File: src/rtl/morra_pkg.sv
// Shared types for the rock-paper-scissors match controller.
// Moves, round/match results, FSM states and the "beats" rule.
package morra_pkg;

    typedef enum logic [1:0] {
        MV_NONE     = 2'b00,
        MV_ROCK     = 2'b01,
        MV_PAPER    = 2'b10,
        MV_SCISSORS = 2'b11
    } move_t;

    typedef enum logic [1:0] {
        RES_NONE = 2'b00,
        RES_P1   = 2'b01,
        RES_P2   = 2'b10,
        RES_DRAW = 2'b11
    } result_t;

    typedef enum logic [1:0] {
        ST_IDLE = 2'b00,
        ST_PLAY = 2'b01,
        ST_DONE = 2'b10
    } state_t;

    // True when move a beats move b.
    function automatic logic beats(input move_t a, input move_t b);
        logic r;
        r = 1'b0;
        unique case (1'b1)
            (a == MV_ROCK     && b == MV_SCISSORS),
            (a == MV_SCISSORS && b == MV_PAPER),
            (a == MV_PAPER    && b == MV_ROCK): r = 1'b1;
            default: r = 1'b0;
        endcase
        return r;
    endfunction

endpackage

File: src/rtl/morra_round_judge.sv
// Combinational round judge: decides one round from both moves
// and the current blocked player/move pair.
module morra_round_judge
    import morra_pkg::*;
(
    input  move_t   g1_i,
    input  move_t   g2_i,
    input  result_t blk_pl_i,
    input  move_t   blk_mv_i,
    output result_t res_o,
    output logic    counted_o,
    output move_t   win_mv_o
);

    logic p1_wins;
    logic p2_wins;

    assign p1_wins = beats(g1_i, g2_i);
    assign p2_wins = beats(g2_i, g1_i);

    // Missing move, draw, or a win that may be vetoed by the block rule.
    always_comb begin
        res_o     = RES_NONE;
        counted_o = 1'b0;
        win_mv_o  = MV_NONE;
        if (g1_i == MV_NONE || g2_i == MV_NONE) begin
            res_o = RES_NONE;
        end else if (g1_i == g2_i) begin
            res_o     = RES_DRAW;
            counted_o = 1'b1;
        end else if (p1_wins) begin
            if (blk_pl_i == RES_P1 && blk_mv_i == g1_i) begin
                res_o = RES_NONE;
            end else begin
                res_o     = RES_P1;
                counted_o = 1'b1;
                win_mv_o  = g1_i;
            end
        end else if (p2_wins) begin
            if (blk_pl_i == RES_P2 && blk_mv_i == g2_i) begin
                res_o = RES_NONE;
            end else begin
                res_o     = RES_P2;
                counted_o = 1'b1;
                win_mv_o  = g2_i;
            end
        end
    end

endmodule

File: src/rtl/morra_match_ctrl.sv
// Two-player rock-paper-scissors match controller: FSM, scores,
// round counter, block register and end-of-match decision.
module morra_match_ctrl
    import morra_pkg::*;
#(
    parameter int MIN_ROUNDS = 4,
    parameter int LEAD_WIN   = 2,
    parameter int EXTRA_W    = 4,
    parameter int CNT_W      = 5
)
(
    input  logic               clk,
    input  logic               reset,
    input  logic               start,
    input  logic [EXTRA_W-1:0] cfg_extra,
    input  logic [1:0]         g1,
    input  logic [1:0]         g2,
    output logic [1:0]         manche,
    output logic [1:0]         partita,
    output logic               busy,
    output logic [CNT_W-1:0]   round_cnt,
    output logic [CNT_W-1:0]   score1,
    output logic [CNT_W-1:0]   score2
);

    localparam logic [CNT_W-1:0] MIN_C  = CNT_W'(MIN_ROUNDS);
    localparam logic signed [CNT_W:0] LEAD_C = (CNT_W+1)'(LEAD_WIN);

    state_t            state_q;
    logic [CNT_W-1:0]  max_q;
    logic [CNT_W-1:0]  rnd_q, rnd_d;
    logic [CNT_W-1:0]  s1_q, s1_d;
    logic [CNT_W-1:0]  s2_q, s2_d;
    result_t           blk_pl_q, blk_pl_d;
    move_t             blk_mv_q, blk_mv_d;
    result_t           manche_q;
    result_t           partita_q;
    logic              busy_q;

    result_t           judge_res;
    logic              judge_cnt;
    move_t             judge_mv;

    logic signed [CNT_W:0] lead_d;
    logic              lead_end;
    logic              max_end;
    logic              match_end;
    result_t           end_res;

    morra_round_judge u_judge (
        .g1_i      (move_t'(g1)),
        .g2_i      (move_t'(g2)),
        .blk_pl_i  (blk_pl_q),
        .blk_mv_i  (blk_mv_q),
        .res_o     (judge_res),
        .counted_o (judge_cnt),
        .win_mv_o  (judge_mv)
    );

    // Counter/score/block updates for a counted round and the end check.
    always_comb begin
        rnd_d    = rnd_q;
        s1_d     = s1_q;
        s2_d     = s2_q;
        blk_pl_d = blk_pl_q;
        blk_mv_d = blk_mv_q;
        if (judge_cnt) begin
            rnd_d = rnd_q + CNT_W'(1);
            if (judge_res == RES_P1) begin
                s1_d = s1_q + CNT_W'(1);
            end
            if (judge_res == RES_P2) begin
                s2_d = s2_q + CNT_W'(1);
            end
            if (judge_res == RES_DRAW) begin
                blk_pl_d = RES_NONE;
                blk_mv_d = MV_NONE;
            end else begin
                blk_pl_d = judge_res;
                blk_mv_d = judge_mv;
            end
        end

        lead_d   = $signed({1'b0, s1_d}) - $signed({1'b0, s2_d});
        lead_end = (rnd_d >= MIN_C) &&
                   ((lead_d >= LEAD_C) || (lead_d <= -LEAD_C));
        max_end  = (rnd_d == max_q);
        match_end = judge_cnt && (lead_end || max_end);

        if (lead_d[CNT_W]) begin
            end_res = RES_P2;
        end else if (lead_d == '0) begin
            end_res = RES_DRAW;
        end else begin
            end_res = RES_P1;
        end
    end

    // Match FSM with all outputs registered.
    always_ff @(posedge clk or negedge reset) begin
        if (!reset) begin
            state_q   <= ST_IDLE;
            max_q     <= MIN_C;
            rnd_q     <= '0;
            s1_q      <= '0;
            s2_q      <= '0;
            blk_pl_q  <= RES_NONE;
            blk_mv_q  <= MV_NONE;
            manche_q  <= RES_NONE;
            partita_q <= RES_NONE;
            busy_q    <= 1'b0;
        end else if (start) begin
            state_q   <= ST_PLAY;
            max_q     <= MIN_C + CNT_W'(cfg_extra);
            rnd_q     <= '0;
            s1_q      <= '0;
            s2_q      <= '0;
            blk_pl_q  <= RES_NONE;
            blk_mv_q  <= MV_NONE;
            manche_q  <= RES_NONE;
            partita_q <= RES_NONE;
            busy_q    <= 1'b1;
        end else begin
            unique case (state_q)
                ST_PLAY: begin
                    manche_q <= judge_res;
                    rnd_q    <= rnd_d;
                    s1_q     <= s1_d;
                    s2_q     <= s2_d;
                    blk_pl_q <= blk_pl_d;
                    blk_mv_q <= blk_mv_d;
                    if (match_end) begin
                        partita_q <= end_res;
                        state_q   <= ST_DONE;
                        busy_q    <= 1'b0;
                    end
                end
                ST_IDLE, ST_DONE: begin
                    manche_q <= RES_NONE;
                end
                default: begin
                    state_q  <= ST_IDLE;
                    manche_q <= RES_NONE;
                    busy_q   <= 1'b0;
                end
            endcase
        end
    end

    assign manche    = manche_q;
    assign partita   = partita_q;
    assign busy      = busy_q;
    assign round_cnt = rnd_q;
    assign score1    = s1_q;
    assign score2    = s2_q;

endmodule
File: config.mk
export PLATFORM = sky130hd
export DESIGN_NAME = morra_match_ctrl
export DESIGN_NICKNAME = d
export VERILOG_FILES = /design/src/rtl/morra_pkg.sv /design/src/rtl/morra_round_judge.sv /design/src/rtl/morra_match_ctrl.sv
export SDC_FILE = /design/constraint.sdc
export NUM_CORES = 1
export LEC_CHECK = 0
export BUFFER_PORTS_ARGS = -buffer_cell sky130_fd_sc_hd__buf_2
export CAP_MARGIN = 40
export CORE_AREA = 8 8 106 60
export DETAILED_ROUTE_END_ITERATION = 6
export DIE_AREA = 0 0 114 68
export PLACE_DENSITY = 0.8
export SLEW_MARGIN = 25
export SYNTH_ARGS = -nofsm -noshare
export SYNTH_HDL_FRONTEND = slang
export SYNTH_SLANG_ARGS = --single-unit
File: constraint.sdc
create_clock -name clk -period 3.41 [get_ports clk]
set_input_delay 0.682 -clock clk [delete_from_list [all_inputs] [get_ports clk]]
set_output_delay 0.682 -clock clk [all_outputs]
set_load 0.01 [all_outputs]
## Word level (Yosys, flattened, before mapping)

Cells that the tools add are included.

| word-level totals | value |
|---|---|
| bits of input ports | 11 |
| output and inout port bits | 20 |
| flip-flop bits (word level) | 31 |
| logic and storage cells | 115 |

| cells by class | value |
|---|---|
| multiplexer cells | 52 |
| $add $sub $neg | 5 |
| order comparisons | 3 |
| equality and inequality tests | 19 |
| reductions and logical operators | 26 |

Operators by type and width:

| operator | count |
|---|---|
| $mux W2 | 28 |
| $mux W5 | 11 |
| $eq A2 B2 Y1 const B | 8 |
| $add A5 B1 Y5 const B | 3 |
| $mux W1 | 11 |
| $eq A2 B1 Y1 const B | 5 |
| $logic_and A1 B1 Y1 | 10 |
| $eq A2 B2 Y1 | 3 |
| $ge A6 B3 Y1 const B | 1 |
| $le A6 B2 Y1 const B | 1 |
| $logic_not A2 Y1 | 3 |
| $logic_not A6 Y1 | 1 |
| $reduce_and A2 Y1 | 3 |
| $reduce_bool A2 Y1 | 3 |
| $reduce_or A3 Y1 | 2 |
| $sub A5 B5 Y6 | 1 |
| $add A3 B4 Y5 const A | 1 |
| $eq A5 B5 Y1 | 1 |
| $ge A5 B3 Y1 const B | 1 |
| $pmux W2 S2 | 1 |
| $logic_or A1 B1 Y1 | 3 |
| $ne A3 B3 Y1 const B | 1 |
| $ne A2 B2 Y1 const B | 1 |
| $pmux W1 S2 | 1 |
| $reduce_or A2 Y1 | 1 |

## Logic depth before layout (Yosys ltp)

Gate-level depths: netlist of the first run.

| logic depth | value |
|---|---|
| word-level depth | 20 |
| depth in mapped cells | 15 |
| depth with buffers taken out | 13 |

## Hierarchy

A second synthesis of the first run with hierarchy kept.

| second synthesis, totals | value |
|---|---|
| cell total of the unflattened synthesis | 279 |
| area total of the unflattened synthesis | 2488.6 um^2 |

Modules (own cells, without submodules):

| module | sequential area each (um^2) | area each (um^2) | cells each | instances |
|---|---|---|---|---|
| morra_match_ctrl | 752.0 | 2014.4 | 218 | 1 |
| morra_round_judge | 0.0 | 474.2 | 61 | 1 |

## Worst setup path before layout of the first run

No wires, ideal clock.

| path | value |
|---|---|
| path kind | input-to-reg |
| start | in g1[0] |
| end | reg partita_q[0], in the netlist partita[0] |
| data arrival time | 3.664 ns |
| required time | 3.282 ns |
| slack | -0.382 ns |
| stages on the path | 15 |
| library setup time | 0.128 ns |
| path buffers | 2 |
| path through | buf_2 > xor2_1 > nor3_2 > nor2_1 > and4_1 > xor2_1 > ha_1 > clkbuf_1 > a21o_1 > nand2_1 > nor2_1 > a32o_1 > a41o_1 > a21oi_2 > mux2_1 |

| on the way | value |
|---|---|
| cells in the longest elaborated chain, start to end | 19 |
| elaborated cells on any way between the ends | 50 |
| those cells by class | add/sub (1); order compare (3); eq/ne (8); mux (21); reduce/logical (17) |

Ends and longest elaborated chain:

| what | line | RTL |
|---|---|---|
| start, declared | morra_match_ctrl.sv:16 | `input logic [1:0] g1,` |
| $eq A2 B1 Y1, or another cell as far along | morra_pkg.sv:30, morra_pkg.sv:32 |  |
| $logic_and A1 B1 Y1 (on tied branches) | morra_pkg.sv:32, morra_pkg.sv:30, morra_pkg.sv:31 |  |
| $reduce_or A3 Y1 | morra_pkg.sv:29 | `unique case (1'b1)` |
| $mux W1 | morra_pkg.sv:29 |  |
| $mux W2 | morra_round_judge.sv:39 | `end else if (p2_wins) begin` |
| $mux W2 | morra_round_judge.sv:31 | `end else if (p1_wins) begin` |
| $mux W2 | morra_round_judge.sv:28 | `end else if (g1_i == g2_i) begin` |
| $mux W2 | morra_round_judge.sv:26 | `if (g1_i == MV_NONE \|\| g2_i == MV_NONE) begin` |
| [... 3 more ...] | -- |  |
| $sub A5 B5 Y6 | morra_match_ctrl.sv:84 | `lead_d = $signed({1'b0, s1_d}) - $signed({1'b0, s2_d});` |
| $ge A6 B3 Y1 / $le A6 B2 Y1 (equally long branches) | morra_match_ctrl.sv:86 | `((lead_d >= LEAD_C) \|\| (lead_d <= -LEAD_C));` |
| $logic_or A1 B1 Y1 | morra_match_ctrl.sv:86 |  |
| $logic_and A1 B1 Y1 | morra_match_ctrl.sv:85 | `lead_end = (rnd_d >= MIN_C) &&` |
| $logic_or A1 B1 Y1 | morra_match_ctrl.sv:88 | `match_end = judge_cnt && (lead_end \|\| max_end);` |
| $logic_and A1 B1 Y1 | morra_match_ctrl.sv:88 |  |
| $reduce_bool A2 Y1 (no source line) | -- |  |
| $reduce_and A2 Y1 (no source line) | -- |  |
| end signal, assigned | morra_match_ctrl.sv:133 | `partita_q <= end_res;` |
| end, declared | morra_match_ctrl.sv:37 | `result_t partita_q;` |

Parallel ways exist; a longest one is shown, timed or not. The select of a mux whose other input is x is not followed.
A chain may end at the register's enable or synchronous reset.

## Worst setup path in the final report of the first run

Ends and elaborated chain as after synthesis.

==> results of run 1 <==
[final cells by class]
| cell class | count | area, sq um |
|---|---|---|
| clock buffers | 6 | 82.6 |
| clock inverters | 2 | 12.5 |
| fillers | 422 | 1730 |
| inverters | 9 | 33.8 |
| multi-input cells | 219 | 1760 |
| flip-flops and latches | 30 | 752 |
| well taps | 73 | 91.3 |
| repair buffers | 84 | 577 |
[through the flow]
step / total power [W] / setup WS (ps) / util / instances
after floorplan: 0.00106 / -169 / - / 277
after global placement: 0.00137 / -325 / 0.581 / 398
after detailed placement: 0.00139 / -420 / 0.581 / 398
after CTS: 0.00175 / 1.08 / 0.616 / 411
after global routing: 0.00206 / -228 / 0.657 / 423
final: 0.00194 / -82.7 / 0.657 / 423
[timing repair]
item | in CTS | in global routing
pin swaps | 7 | 17
gates resized for setup | 8 | 28
setup endpoints to repair | 2 | 4
buffers inserted | 5 | 12
[cell families after synthesis]
kind of cell    synth area share
compound gates             0.187
xor+xnor                   0.100
fa+ha+maj                 0.0542
buf+inv                   0.0511
flops                      0.307
mux                       0.0481
simple gates               0.252
[cell usage after synthesis (3+ instances only)]
cell type / n
nand3_1: 8
a211oi_1: 6
a21o_1: 3
dfrtp_1: 29
nor2_1: 29
nand2b_1: 6
nand4_1: 5
a22oi_1: 3
clkbuf_1: 15
a21oi_1: 9
nor3_1: 8
nand3b_1: 7
ha_1: 9
o21ai_0: 8
nor2b_1: 7
inv_1: 9
o31ai_1: 3
xor2_1: 16
nand2_1: 16
xnor2_1: 12
o31a_1: 3
a31oi_1: 3
and3_1: 3
mux2_2: 4
mux2i_1: 5
[state kept, by name, indices dropped and copies added (netlist names)]
name and count:
manche 2, state_q 2, partita 2, score1 5
round_cnt 5, blk_pl_q 2, blk_mv_q 2, score2 5
max_q 5
[metal layers]
metal,wire length [um],track usage,part of all wire,up-vias
met5,0,0,0,-
met4,106,0.0542,0.014,0
met3,523,0.0590,0.070,11
met2,3360,0.265,0.45,84
met1,3480,0.260,0.47,1165
li1,-,-,-,1151
[critical path, stage by stage]
cell	delay [ps]
buf_12	110
nand2b_4	130
o32a_1	410
nor2_4	250
xnor2_1	180
ha_2	240
fa_2	460
nand3b_1	170
a32o_2	290
a41o_1	240
a21oi_4	180
mux2_4	320
[power by group through the flow]
stage	logic, W	registers, W	clock network (W)
6_report	0.00114	0.000478	0.000320
2_1_floorplan	0.000590	0.000473	0
4_1_cts	0.000955	0.000473	0.000321
3_3_place_gp	0.000896	0.000475	0
3_5_place_dp	0.000909	0.000478	0
5_1_grt	0.00124	0.000483	0.000336
[worst paths after layout]
check | startpoint | endpoint | depth (start not counted)
worst max-delay path | g1[0] | partita[0] | 12
worst min-delay path | reset | blk_pl_q[1] | 1
worst max register to register | blk_mv_q[0] | partita[0] | 12
worst min register to register | max_q[1] | max_q[1] | 1
max in group asynchronous | reset | round_cnt[3] | 1
min in group clk | max_q[1] | max_q[1] | 1
[layout by cell type, fill, tap and decap left out, drive strengths merged, types with 6 or more instances in the layout]
master / netlist / final
buf: 4 / 84
dfrtp: 29 / 29
nor2: 29 / 29
nand2: 16 / 16
xor2: 16 / 16
xnor2: 12 / 12
a21oi: 10 / 10
nor3: 10 / 10
inv: 9 / 9
ha: 9 / 9
nand3: 8 / 8
o21ai: 8 / 8
nand3b: 7 / 7
nand2b: 7 / 7
nor2b: 7 / 7
a211oi: 6 / 6
clkbuf: 15 / 6
mux2: 6 / 6
==> results.toml, run 1 <==
[layout]
finalNetCount = 370
syn_to_final_growth_pct = 35.3
postLayoutCellArea_sq_mm = 0.00331
num_antenna_cells = 0
drive_above_1_share = 0.400

[global_routing]
grt-ovfl-total = 0
grt_max_degree = 35
grt_pass1_vias = 2250
grt_usage = 0.185
grt_first_pass_wirelength_mm = 11.2
antenna_found_initial = 0

[power_and_ir_drop]
clockPowerShare = 0.165
internal_power_w = 0.00113
p_leak_nw = 1.54
combPwrFrac = 0.589
p_sw_w = 0.000807
sw_frac_of_total = 0.416
p_per_area_mw_per_mm2 = 586
ir_worst_vdd_mv = 0.371
p_seq_frac = 0.247

[setup_path]
worst-r2r-setup-slack_ps = 40
end_kind = "flip-flop"
crit_arrival_ps = 3670
setup.worst_path.start_class = "input port"
cp_max_fo = 7
path_class = "input port to flip-flop"
crit_required_ps = 3580

[logic_synthesis]
syn_inst = 277
async_flop_share = 1.00
synth_top_area_share = 0.297
synth.largest_area_cell = "dfrtp_1"
syn-mean-instance-area_sq_um = 8.83
synth_seq_cells = 30
synth_area_leaders = "dfrtp_1 (30%), xor2_1 (5.7%), ha_1 (4.6%), nor2_1 (4.5%), xnor2_1 (4.3%)"
syn-num-nets = 298
synth_edf_count = 0
yosys_warnings = 0
synth_ff_type = "dfrtp_1"
yosysSeqAreaShare = 0.307
synth.cell_area_sq_mm = 0.00245
yosys.cell_types.count = 64

[sta]
hold_violations = 0
worstMarginPinSlew_ps = 686
setup_ws_ps = -82.7
setup-tns-final_ps = -194
final_max_slew_viol_count = 0
period_share = 1.02
fmax_mhz = 286
rsz0062_at_grt = "true"
period_needed_ps = 3490
timing.hold.ws_ps = 420
finalSetupViolCount = 3
slew_headroom = 0.543
fin_skew_ps = 11.9

[floorplanning]
fp.dieW_um = 114
die_h_um = 68
row_count = 19
die_area_sq_mm = 0.00775
core-area_sq_mm = 0.00504
start_util = 0.485
ios = 31

[clock_tree]
cts_sinks = 30
hold_buffers = 0
cts_made_buffers = 5
insertion_delay_ps = 300
ctsRootBufferMaster = "clkbuf_8"
htreeDepth = 2
tritoncts = "built"
path_clk_slew_ps = 80
clockBufferDepth = 2

[hold_path]
hp-class = "input port to asynchronous set/reset pin"

[placement]
hpwlAfterDp_mm = 5.10
port-buffer-count = 30
gp_congestion = 0.946
postPlaceCellArea_sq_mm = 0.00293

[detailed_routing]
avgViaCountPerCell = 5.70
routed_wl_mm = 7.47
vias = 2411
drtIter0Drc = 185
drcViolationCount = 0
drtAntennaViolNets = 0
wire_per_inst_um = 17.7
first_pass_iters = 4

[run]
cap_viol_max_count = 0

[status]
outcome = "finished, violations left"
violations = "setup timing"
Note: power is estimated with default switching activity, not from simulation.
==> run 2, diff against run 1 <==
--- a/config.mk
+++ b/config.mk
@@ -8,9 +8,9 @@
 export BUFFER_PORTS_ARGS = -buffer_cell sky130_fd_sc_hd__buf_2
 export CAP_MARGIN = 40
-export CORE_AREA = 8 8 106 60
+export CORE_AREA = 8 8 105 59
+export CTS_BUF_LIST = sky130_fd_sc_hd__clkbuf_4 sky130_fd_sc_hd__clkbuf_8
 export DETAILED_ROUTE_END_ITERATION = 6
-export DIE_AREA = 0 0 114 68
-export PLACE_DENSITY = 0.8
-export SLEW_MARGIN = 25
+export DIE_AREA = 0 0 113 67
+export PLACE_DENSITY = 0.82
 export SYNTH_ARGS = -nofsm -noshare
 export SYNTH_HDL_FRONTEND = slang
==> constraint.sdc (replaced) <==
create_clock -name clk -period 3.41 [get_ports clk]
set_input_delay 0.682 -clock clk [delete_from_list [all_inputs] [get_ports clk]]
set_output_delay 0.682 -clock clk [all_outputs]
set_load 0.02 [all_outputs]
==> results.toml, run 2 (synthesis results as in run 1) <==
[global_routing]
grt_pass1_vias = 2358
antenna_found_initial = 0
grt-ovfl-total = 0
grt_max_degree = 35
grt_usage = 0.206
grt_first_pass_wirelength_mm = 12.1

[sta]
worstMarginPinSlew_ps = 691
fmax_mhz = 288
period_needed_ps = 3470
finalSetupViolCount = 3
final_max_slew_viol_count = 0
hold_violations = 0
fin_skew_ps = 10.3
rsz0062_at_grt = "true"
setup_ws_ps = -61.4
slew_headroom = 0.539
period_share = 1.02

[detailed_routing]
drcViolationCount = 0
drtAntennaViolNets = 0
wire_per_inst_um = 19.2
avgViaCountPerCell = 6.22
drtIter0Drc = 238
routed_wl_mm = 7.69
first_pass_iters = 4
vias = 2489

[floorplanning]
fp.dieW_um = 113
core-area_sq_mm = 0.00473
start_util = 0.517
die_h_um = 67
die_area_sq_mm = 0.00757
row_count = 18
ios = 31

[setup_path]
end_kind = "flip-flop"
timing.rr.start = "blk_mv_q[0]"
endpoint = "partita[0]"
reg2reg_depth = 13
worstSetupStartpoint = "g1[0]"
worst-r2r-setup-slack_ps = 10
setup.worst_path.start_class = "input port"
cp_max_fo = 6
path_class = "input port to flip-flop"
crit_required_ps = 3580
crit_arrival_ps = 3640
r2r_end = "partita[0]"

[status]
outcome = "finished, violations left"
violations = "setup timing"

[placement]
port-buffer-count = 30
postPlaceCellArea_sq_mm = 0.00290
hpwlAfterDp_mm = 5.48
place_ws_ps = -432
gp_congestion = 0.970
dpl.cell_count = 384

[layout]
multi_input_area_sq_mm = 0.00181
num_antenna_cells = 0
syn_to_final_growth_pct = 33.6
regArea_sq_um = 753
fillers = 355
layout_common_cells = "buf_4 (45), dfrtp_1 (28), buf_2 (28), nor2_1 (27), nand2_1 (16)"
final_util = 0.691
final_cells = 400
layout_commonest_cell = "buf_4"
drive_above_1_share = 0.391
finalNetCount = 360
postLayoutCellArea_sq_mm = 0.00327

[clock_tree]
insertion_delay_ps = 290
path_clk_slew_ps = 80
cts_sinks = 30
clockBufferDepth = 2
ctsRootBufferMaster = "clkbuf_8"
htreeDepth = 2
hold_buffers = 0
cts_made_buffers = 5
tritoncts = "built"

[power_and_ir_drop]
internal_power_w = 0.00115
p_sw_w = 0.000856
sw_frac_of_total = 0.426
p_leak_nw = 1.51
p_per_area_mw_per_mm2 = 615
ir_worst_vdd_mv = 0.322
combPwrFrac = 0.608
clockPowerShare = 0.156
p_seq_frac = 0.236

[run]
cap_viol_max_count = 0

[hold_path]
hp-class = "input port to asynchronous set/reset pin"
[run 2: changes by cell type in the layout (fill, tap and decap cells not counted), sizes merged]
cell,change
buf,-10
[run 2: worst min path at each step]
stage | start | endpoint | slack [ps] | cells past startpoint
2_1_floorplan | reset | blk_mv_q[0] | 390 | 0
3_3_place_gp | max_q[3] | max_q[3] | 510 | 1
3_5_place_dp | max_q[3] | max_q[3] | 520 | 1
4_1_cts | reset | score2[2] | 450 | 1
5_1_grt | reset | score1[4] | 490 | 1
6_report | reset | score1[4] | 410 | 1
[run 2: power by group through the flow]
stage	Sequential (W)	Combinational, W	Clock, W
floorplan	0.000501	0.000590	0
global placement	0.000468	0.000949	0
detailed placement	0.000471	0.000973	0
CTS	0.000468	0.00106	0.000316
global route	0.000478	0.00130	0.000331
finish	0.000474	0.00122	0.000313
[run 2: repair_timing]
action,4_1_cts,5_1_grt
setup buffers,5,3
pin swaps,10,13
resized for setup,17,24
setup endpoints to repair,3,4
[run 2: critical path, cell delays in order]
cell and delay (ps):
buf_12 110, nand2b_4 130, o32a_1 400, nor2_4 240
and4_1 260, xor2_1 190, ha_1 290, a21oi_2 220
nand2_1 80, nor3_1 160, nand4_1 150, o22ai_2 300
a21oi_4 110, mux2_4 310
[run 2: cell type report]
cell class | instances | area share
inverters | 9 | 0.0103
clock buffers | 6 | 0.0253
flip-flops and latches | 30 | 0.230
multi-input cells | 219 | 0.555
well taps | 60 | 0.0230
repair buffers | 74 | 0.152
clock inverters | 2 | 0.00383
[run 2: per-layer routing]
metal / global-route usage / up-vias / wire (um)
met5: 0 / - / 0
met1: 0.290 / 1214 / 3640
met4: 0.0510 / 0 / 82
met3: 0.0541 / 10 / 762
li1: - / 1133 / -
met2: 0.307 / 132 / 3210
[run 2: stage by stage]
stage / TNS [ps] / hold slack, ps / power (W)
after global placement: -812 / 514 / 0.00142
after detailed placement: -1360 / 518 / 0.00144
after global routing: -402 / 486 / 0.00211
final: -173 / 412 / 0.00201
after floorplan: -340 / 386 / 0.00109
after CTS: 0 / 447 / 0.00185
